### src/rtl/sharpen_window_gen.sv
`default_nettype none
// ============================================================================
// Module   : sharpen_window_gen
// Brief    : Streaming 3x3 window generator (two line buffers plus a 3x3 shift
//            register) that feeds the sharpen kernel. Build option
//            SHARPEN_WIN_FLAGS_EN adds the win_sof_o/win_eol_o outputs.
// Revision : 1.0 - initial release
// ============================================================================
module sharpen_window_gen #(
  parameter int IMG_WIDTH  = 64,
  parameter int IMG_HEIGHT = 64
) (
  input  logic        clk_i,
  input  logic        rst_n_i,
  input  logic [7:0]  in_pix_i,
  input  logic        in_valid_i,
  output logic        in_ready_o,
  output logic [71:0] win_o,
  output logic        win_valid_o,
`ifdef SHARPEN_WIN_FLAGS_EN
  output logic        win_sof_o,
  output logic        win_eol_o,
`endif
  input  logic        win_ready_i
);

  localparam int C_COL_W = $clog2(IMG_WIDTH);
  localparam int C_ROW_W = $clog2(IMG_HEIGHT);

  logic [C_COL_W-1:0] col_q, col_d;
  logic [C_ROW_W-1:0] row_q, row_d;
  logic [7:0]         lb0_q [IMG_WIDTH];
  logic [7:0]         lb1_q [IMG_WIDTH];
  logic [7:0]         sr_q  [3][3];
  logic [7:0]         sr_d  [3][3];
  logic [71:0]        win_q, win_d;
  logic               win_valid_q, win_valid_d;
  logic               w_accept, w_done, w_last_col, w_last_row;

  assign in_ready_o  = !win_valid_q || win_ready_i;
  assign w_accept    = in_valid_i && in_ready_o;
  assign w_last_col  = (col_q == C_COL_W'(IMG_WIDTH - 1));
  assign w_last_row  = (row_q == C_ROW_W'(IMG_HEIGHT - 1));
  assign w_done      = w_accept && (row_q >= C_ROW_W'(2)) && (col_q >= C_COL_W'(2));
  assign win_o       = win_q;
  assign win_valid_o = win_valid_q;

  always_comb begin
    col_d = col_q;
    row_d = row_q;
    if (w_accept) begin
      if (w_last_col) begin
        col_d = '0;
        row_d = w_last_row ? '0 : row_q + 1'b1;
      end else begin
        col_d = col_q + 1'b1;
      end
    end
  end

  // Next shift-register image; the emitted window is packed from it directly.
  always_comb begin
    for (int r = 0; r < 3; r++) begin
      sr_d[r][0] = sr_q[r][1];
      sr_d[r][1] = sr_q[r][2];
    end
    sr_d[0][2] = lb1_q[col_q];
    sr_d[1][2] = lb0_q[col_q];
    sr_d[2][2] = in_pix_i;
    win_d = '0;
    for (int k = 0; k < 9; k++) begin
      win_d[8*k +: 8] = sr_d[k/3][k%3];
    end
  end

  always_comb begin
    win_valid_d = win_valid_q;
    if (w_done) begin
      win_valid_d = 1'b1;
    end else if (win_valid_q && win_ready_i) begin
      win_valid_d = 1'b0;
    end
  end

  // Line memories and shift register are never cleared; stale data is masked by w_done.
  always_ff @(posedge clk_i) begin
    if (rst_n_i && w_accept) begin
      lb1_q[col_q] <= lb0_q[col_q];
      lb0_q[col_q] <= in_pix_i;
      sr_q         <= sr_d;
    end
  end

  always_ff @(posedge clk_i) begin
    if (!rst_n_i) begin
      col_q       <= '0;
      row_q       <= '0;
      win_q       <= '0;
      win_valid_q <= 1'b0;
    end else begin
      col_q       <= col_d;
      row_q       <= row_d;
      win_valid_q <= win_valid_d;
      if (w_done) begin
        win_q <= win_d;
      end
    end
  end

`ifdef SHARPEN_WIN_FLAGS_EN
  logic sof_q, eol_q;

  always_ff @(posedge clk_i) begin
    if (!rst_n_i) begin
      sof_q <= 1'b0;
      eol_q <= 1'b0;
    end else if (w_done) begin
      sof_q <= (row_q == C_ROW_W'(2)) && (col_q == C_COL_W'(2));
      eol_q <= w_last_col;
    end
  end

  assign win_sof_o = sof_q;
  assign win_eol_o = eol_q;
`endif

endmodule
`default_nettype wire

### config.mk
export PLATFORM = sky130hd
export DESIGN_NAME = sharpen_window_gen
export DESIGN_NICKNAME = d
export VERILOG_FILES = /design/src/rtl/sharpen_window_gen.sv
export SDC_FILE = /design/constraint.sdc
export NUM_CORES = 1
export LEC_CHECK = 0
export BUFFER_PORTS_ARGS = -buffer_cell sky130_fd_sc_hd__buf_2
export CAP_MARGIN = 20
export CORE_MARGIN = 1
export CORE_UTILIZATION = 30
export DETAILED_ROUTE_END_ITERATION = 10
export GPL_ROUTABILITY_DRIVEN = 0
export SLEW_MARGIN = 25
export SYNTH_ARGS = -nofsm -noshare
export SYNTH_HDL_FRONTEND = slang
export SYNTH_SLANG_ARGS = --single-unit
### constraint.sdc
create_clock -name clk_i -period 5.7 [get_ports clk_i]
set_clock_uncertainty 0.15 [all_clocks]
set_input_delay 1.14 -clock clk_i [delete_from_list [all_inputs] [get_ports clk_i]]
set_output_delay 1.14 -clock clk_i [all_outputs]
set_load 0.005 [all_outputs]
==> qor.yml, run 1 <==
status: "completed"
fillers: 13650
p_sw_mw: 3.91
dpl.hpwl_mm: 65.2
area_delta_synth_final_pct: 15.8
portBuffers: 85
ys_warn_count: 0
drtPass1Iterations: 5
setup_violations: 0
via_count: 22843
share_comb_of_total_power: 0.059
seq_power_share: 0.522
synth_mux_area_frac: 0.131
io_pins: 86
drv_cap: 0
rsz0062_at_grt: "no"
finalMaxSlewViolations: 0
synth_edf_count: 1072
cts_sinks: 1163
min_period_ns: 4.32
hold_path.class: "reg2reg"
clockPowerShare: 0.419
final_area_mm2: 0.0513
ys_seq_elements: 1163
via_per_inst: 5.02
drive_gt1_frac: 0.252
synth_xor_area_frac: 0.00119
crit_type: "reg2reg"
worst_pin_slew_ns: 0.881
worstPathArrival_ns: 4.56
avgSynthCellArea_um2: 18.8
crit_chain: "buf_4 -> mux4_2 -> and2_1 -> o31ai_1 -> nand2_2 -> buf_4"
cpMaxStageDelayCell: "dfxtp_4"
grt.total_usage: 0.150
vdd_drop_max_mv: 0.242
worstPathRequired_ns: 5.94
startpoint_type: "flip-flop"
grt_max_degree: 75
num_rows: 140
drc: 0
wl_per_cell_um: 24.8
syn_nets: 2371
yosysUniqueCellTypes: 42
finish.net_count: 2551
fmax_ghz: 0.232
overflow: 0
drt_iter0_drc: 2682
hold_viol: 0
clock-root-buffer: "clkbuf_16"
cts_tree: "done"
leakagePower_nw: 16.0
ys.flop_type: "edfxtp_1"
p_per_area_mw_per_mm2: 356
core_mm2: 0.146
grt_pass1_vias: 22284
antenna_found_initial: 4
synthAdderAreaFrac: 0.00113
synth_compound_area_frac: 0.0342
cts_buffers: 114
htreeDepth: 3
async_flop_share: 0
cts_buffer_depth: 3
die_x_um: 386
totalNegativeSetupSlack_ns: 0
period_share: 0.757
intPower_mw: 14.4
synthCells: 2355
post-cts-setup-buffers: 0
ant_nets: 0
swShare: 0.214
start_util: 0.303
die_area_mm2: 0.149
slew_headroom: 0.413
synthSimpleGateAreaFrac: 0.0479
grt_first_pass_wirelength_mm: 161
cts_resized: 0
die_y_um: 386
path_clk_slew_ns: 0.06
critPathMaxStageDelay_ns: 0.80
syn_area_mm2: 0.0443
drt-total-wl_mm: 113
synth_top_family_by_area: "multiplexers"
crit_fanout: 33
insertion_delay_ns: 0.70
yosysSeqAreaShare: 0.768
cp_common_cell: "buf_4"
cts_hold_buf: 0
crit_path_end_kind: "flip-flop"
place_area_mm2: 0.0475
-- cell usage after synthesis (all sizes together), types with 2 or more instances --
library cell  instances  share of area
xnor2                 4        0.00079
mux2i                69          0.016
a31oi                43         0.0061
mux4                208           0.11
buf                  87          0.012
a21oi                61         0.0069
a22o                 27         0.0053
nand3                50         0.0056
a211oi                2        0.00034
nand4                24         0.0035
mux2                 37         0.0094
ha                    4         0.0011
nor2                 72         0.0061
nand2b               22         0.0031
or3                   7        0.00099
dfxtp                91          0.041
nand2               260          0.022
edfxtp             1072           0.73
or4                   2        0.00034
nor2b                 8         0.0011
a31o                  5        0.00099
and2                 15         0.0021
or2                   8         0.0011
o22ai                21         0.0030
o21ai                36         0.0041
o221ai               27         0.0053
xor2                  2        0.00040
inv                   8        0.00068
o31ai                12         0.0020
nor3                 11         0.0012
clkbuf               56         0.0047
-- layout by cell type (no fill, tap or decap), types with 3 or more instances in the layout --
master and n:
a21oi_1 61, a31oi_1 43, ha_1 4, clkbuf_1 18
buf_12 8, clkinv_1 23, nand2_1 251, and2_1 14
o21ai_0 34, a31o_2 5, mux2i_1 69, clkinv_2 24
buf_4 114, or2_2 7, a22o_1 27, nor2_1 71
xnor2_1 4, nand2_2 8, o31ai_1 12, o22ai_1 21
or3_1 7, clkbuf_8 6, nor2b_1 8, edfxtp_1 1072
bufinv_16 14, nand4_1 23, nand2b_1 22, inv_2 3
buf_2 85, mux2_2 37, inv_1 5, dfxtp_4 3
nand3_1 50, clkbuf_16 118, dfxtp_1 88, o221ai_1 27
clkinvlp_4 3, mux4_2 208, nor3_2 9
-- cell families after synthesis --
logic type,Yosys count
mux,314
simple gates,482
flops,1163
compound gates,235
fa+ha+maj,4
buf+inv,151
xor+xnor,6
-- sequential cells by signal (all words and copies together), names as in the netlist, named ones only --
register / flops
lb0_q: 512
lb1_q: 512
win_o: 72
sr_d: 48
col_q: 6
row_q: 6
win_valid_o: 1
-- power by group through the flow --
stage                     Clock (mW)  Sequential [mW]  Combinational, mW
after floorplan                    0             9.69              0.706
after global placement             0             9.72               1.08
after detailed placement           0             9.72               1.09
after CTS                       7.79             9.54               1.09
after global routing            8.11             9.54               1.16
final                           7.65             9.54               1.08
-- final cells by class --
class	count	area (um2)	share of cell area
clock buffer	142	3100	0.0605
sequential	1163	34000	0.663
clock inverter	70	712	0.0139
tap	1917	2400	0.0467
antenna	1	2.50	0.0000488
timing repair buffer	207	1440	0.0281
inverter	8	30.0	0.000585
multi-input combinational	1041	9610	0.187
-- metal layers --
layer  up-vias  part of all wire  track usage
li1       9789                 -            -
met1     11993              0.43        0.211
met2       897              0.46        0.228
met3       164             0.083       0.0335
met4         0             0.029       0.0513
met5         -                 0            0
-- worst paths after layout --
check                                         endpoint  cells past startpoint          startpoint  slack, ns
worst max-delay path            lb1_q[43][4]$_DFFE_PP_                      6           flip-flop       1.38
worst min-delay path                sr_d[20]$_DFFE_PP_                      0  sr_d[12]$_DFFE_PP_       0.29
worst max register to register  lb1_q[43][4]$_DFFE_PP_                      6           flip-flop       1.38
worst min register to register      sr_d[20]$_DFFE_PP_                      0  sr_d[12]$_DFFE_PP_       0.29
-- worst max-delay path, delay by kind of cell (launching register included) --
family / cells / cell delay [ns]
compound gates: 1 / 0.63
buf+inv: 2 / 0.97
simple gates: 2 / 0.77
flops: 1 / 0.80
mux: 1 / 0.62
-- stage by stage --
stage,utilization,setup WS (ns),std cells,total power [mW],hold slack (ns)
2_1_floorplan,-,0.876,2355,10.4,0.276
3_3_place_gp,0.325,1.37,4336,10.8,0.284
3_5_place_dp,0.325,1.38,4336,10.8,0.284
4_1_cts,0.351,1.37,4548,18.4,0.296
5_1_grt,0.351,1.24,4549,18.8,0.315
6_report,0.351,1.38,4549,18.3,0.293
No activity file was read; power rests on OpenSTA's default activity.
==> inputs of run 2 (changes only) <==
Clock period 5.7 ns to 4.2 ns, I/O delays scaled along.
==> qor.yml, run 2 (synthesis results as in run 1) <==
status: "completed"
drt-total-wl_mm: 115
num_rows: 140
crit_path_end_kind: "flip-flop"
io_pins: 86
cpMaxStageDelayCell: "dfxtp_4"
hold_viol: 0
seqCellArea_mm2: 0.0340
crit_fanout: 49
cts_tree: "done"
setup_violations: 0
area_delta_synth_final_pct: 16.7
cts_hold_buf: 0
drive_gt1_frac: 0.259
crit_chain: "buf_12 -> mux4_2 -> o221ai_1 -> a31oi_1 -> o31ai_1 -> nand2_2 -> buf_4"
grt_max_degree: 66
clock-root-buffer: "clkbuf_16"
dpl.hpwl_mm: 69.3
worstPathRequired_ns: 4.47
start_util: 0.303
slew_headroom: 0.402
grt_pass1_vias: 22787
multi_input_area_mm2: 0.00961
portBuffers: 85
fmax_ghz: 0.282
finish.net_count: 2591
overflow: 0
grt.total_usage: 0.153
via_per_inst: 5.08
critPathMaxStageDelay_ns: 0.91
cp_num_buf_inv: 2
cts_buffer_depth: 3
pre_cts_slack_ns: 0.629
crit_type: "reg2reg"
min_period_ns: 3.55
period_share: 0.845
worst_pin_slew_ns: 0.898
cts_sinks: 1163
die_x_um: 386
power_mw: 24.6
path_clk_slew_ns: 0.06
worstPathArrival_ns: 3.82
core_mm2: 0.146
finalMaxSlewViolations: 0
startpoint_type: "flip-flop"
fillers: 13572
rsz0062_at_grt: "no"
drtPass1Iterations: 7
p_per_area_mw_per_mm2: 476
ant_nets: 0
cts_resized: 0
drv_cap: 0
leakagePower_nw: 16.2
crit_family: "compound AO/OA/AOI/OAI gates"
hold_path.class: "reg2reg"
layout_common_cells: "1072 x edfxtp_1, 251 x nand2_1, 208 x mux4_2"
die_area_mm2: 0.149
wl_per_cell_um: 25.0
drt_iter0_drc: 2687
drc: 0
post-cts-setup-buffers: 0
grt_first_pass_wirelength_mm: 165
via_count: 23323
insertion_delay_ns: 0.71
antenna_found_initial: 7
vdd_drop_max_mv: 0.331
final_common_cell: "edfxtp_1"
htreeDepth: 3
die_y_um: 386
cts_buffers: 116
setup_ws_ns: 0.649
run 2: cell types whose count changed in the layout (fill, tap and decap cells not counted), moves of 2 or more:
| cell | previous run | this run |
|---|---|---|
| buf_4 | 114 | 137 |
| clkbuf_1 | 18 | 39 |
| buf_12 | 8 | 25 |
| clkinv_2 | 24 | 15 |
| clkinv_1 | 23 | 15 |
| bufinv_16 | 14 | 8 |
| clkbuf_8 | 6 | 12 |
| buf_2 | 85 | 83 |
run 2: metal layers:
layer  vias to the layer above  GRT usage  share of wire  wire length (um)
li1                       9872          -              -                 -
met1                     12427      0.221           0.44             50400
met2                       880      0.235           0.46             52700
met3                       142     0.0266          0.075              8560
met4                         2     0.0429          0.026              2940
met5                         -          0        0.00011                13
run 2: report_power, final:
group          total (mW)  internal, mW  switching, mW
registers            12.9          12.9         0.0704
clock network        10.1          5.82           4.30
logic                1.56         0.607          0.956
run 2: tightest hold or removal path, cell delays in order (launching register included):
cell and delay, ns:
dfxtp_1 0.30, nand2_1 0.05, a21oi_1 0.05
run 2: final cells by class:
cell class	count	area share
antenna	2	0.0000968
clock buffer	168	0.0626
sequential	1163	0.658
tap	1917	0.0464
timing repair buffer	245	0.0376
inverter	8	0.000581
clock inverter	47	0.00893
multi-input combinational	1041	0.186
run 2: final timing paths:
| path | start | endpoint | slack (ns) | cells past startpoint |
|---|---|---|---|---|
| setup / recovery | flip-flop | lb1_q[10][6]$_DFFE_PP_ | 0.65 | 7 |
| setup reg to reg | flip-flop | lb1_q[10][6]$_DFFE_PP_ | 0.65 | 7 |
| hold / removal | win_o[4]$_SDFFE_PN0P_ | win_o[4]$_SDFFE_PN0P_ | 0.30 | 2 |
| hold reg to reg | win_o[4]$_SDFFE_PN0P_ | win_o[4]$_SDFFE_PN0P_ | 0.30 | 2 |
run 2: metrics by stage:
step | setup TNS, ns | cell area, um2 | std cells | util | hold slack (ns)
6_report | 0 | 51700 | 4591 | 0.354 | 0.301
3_5_place_dp | 0 | 48000 | 4374 | 0.329 | 0.285
3_3_place_gp | 0 | 48000 | 4374 | 0.329 | 0.284
4_1_cts | 0 | 51700 | 4589 | 0.354 | 0.299
5_1_grt | 0 | 51700 | 4590 | 0.354 | 0.309
2_1_floorplan | -14.97 | 44300 | 2355 | - | 0.276
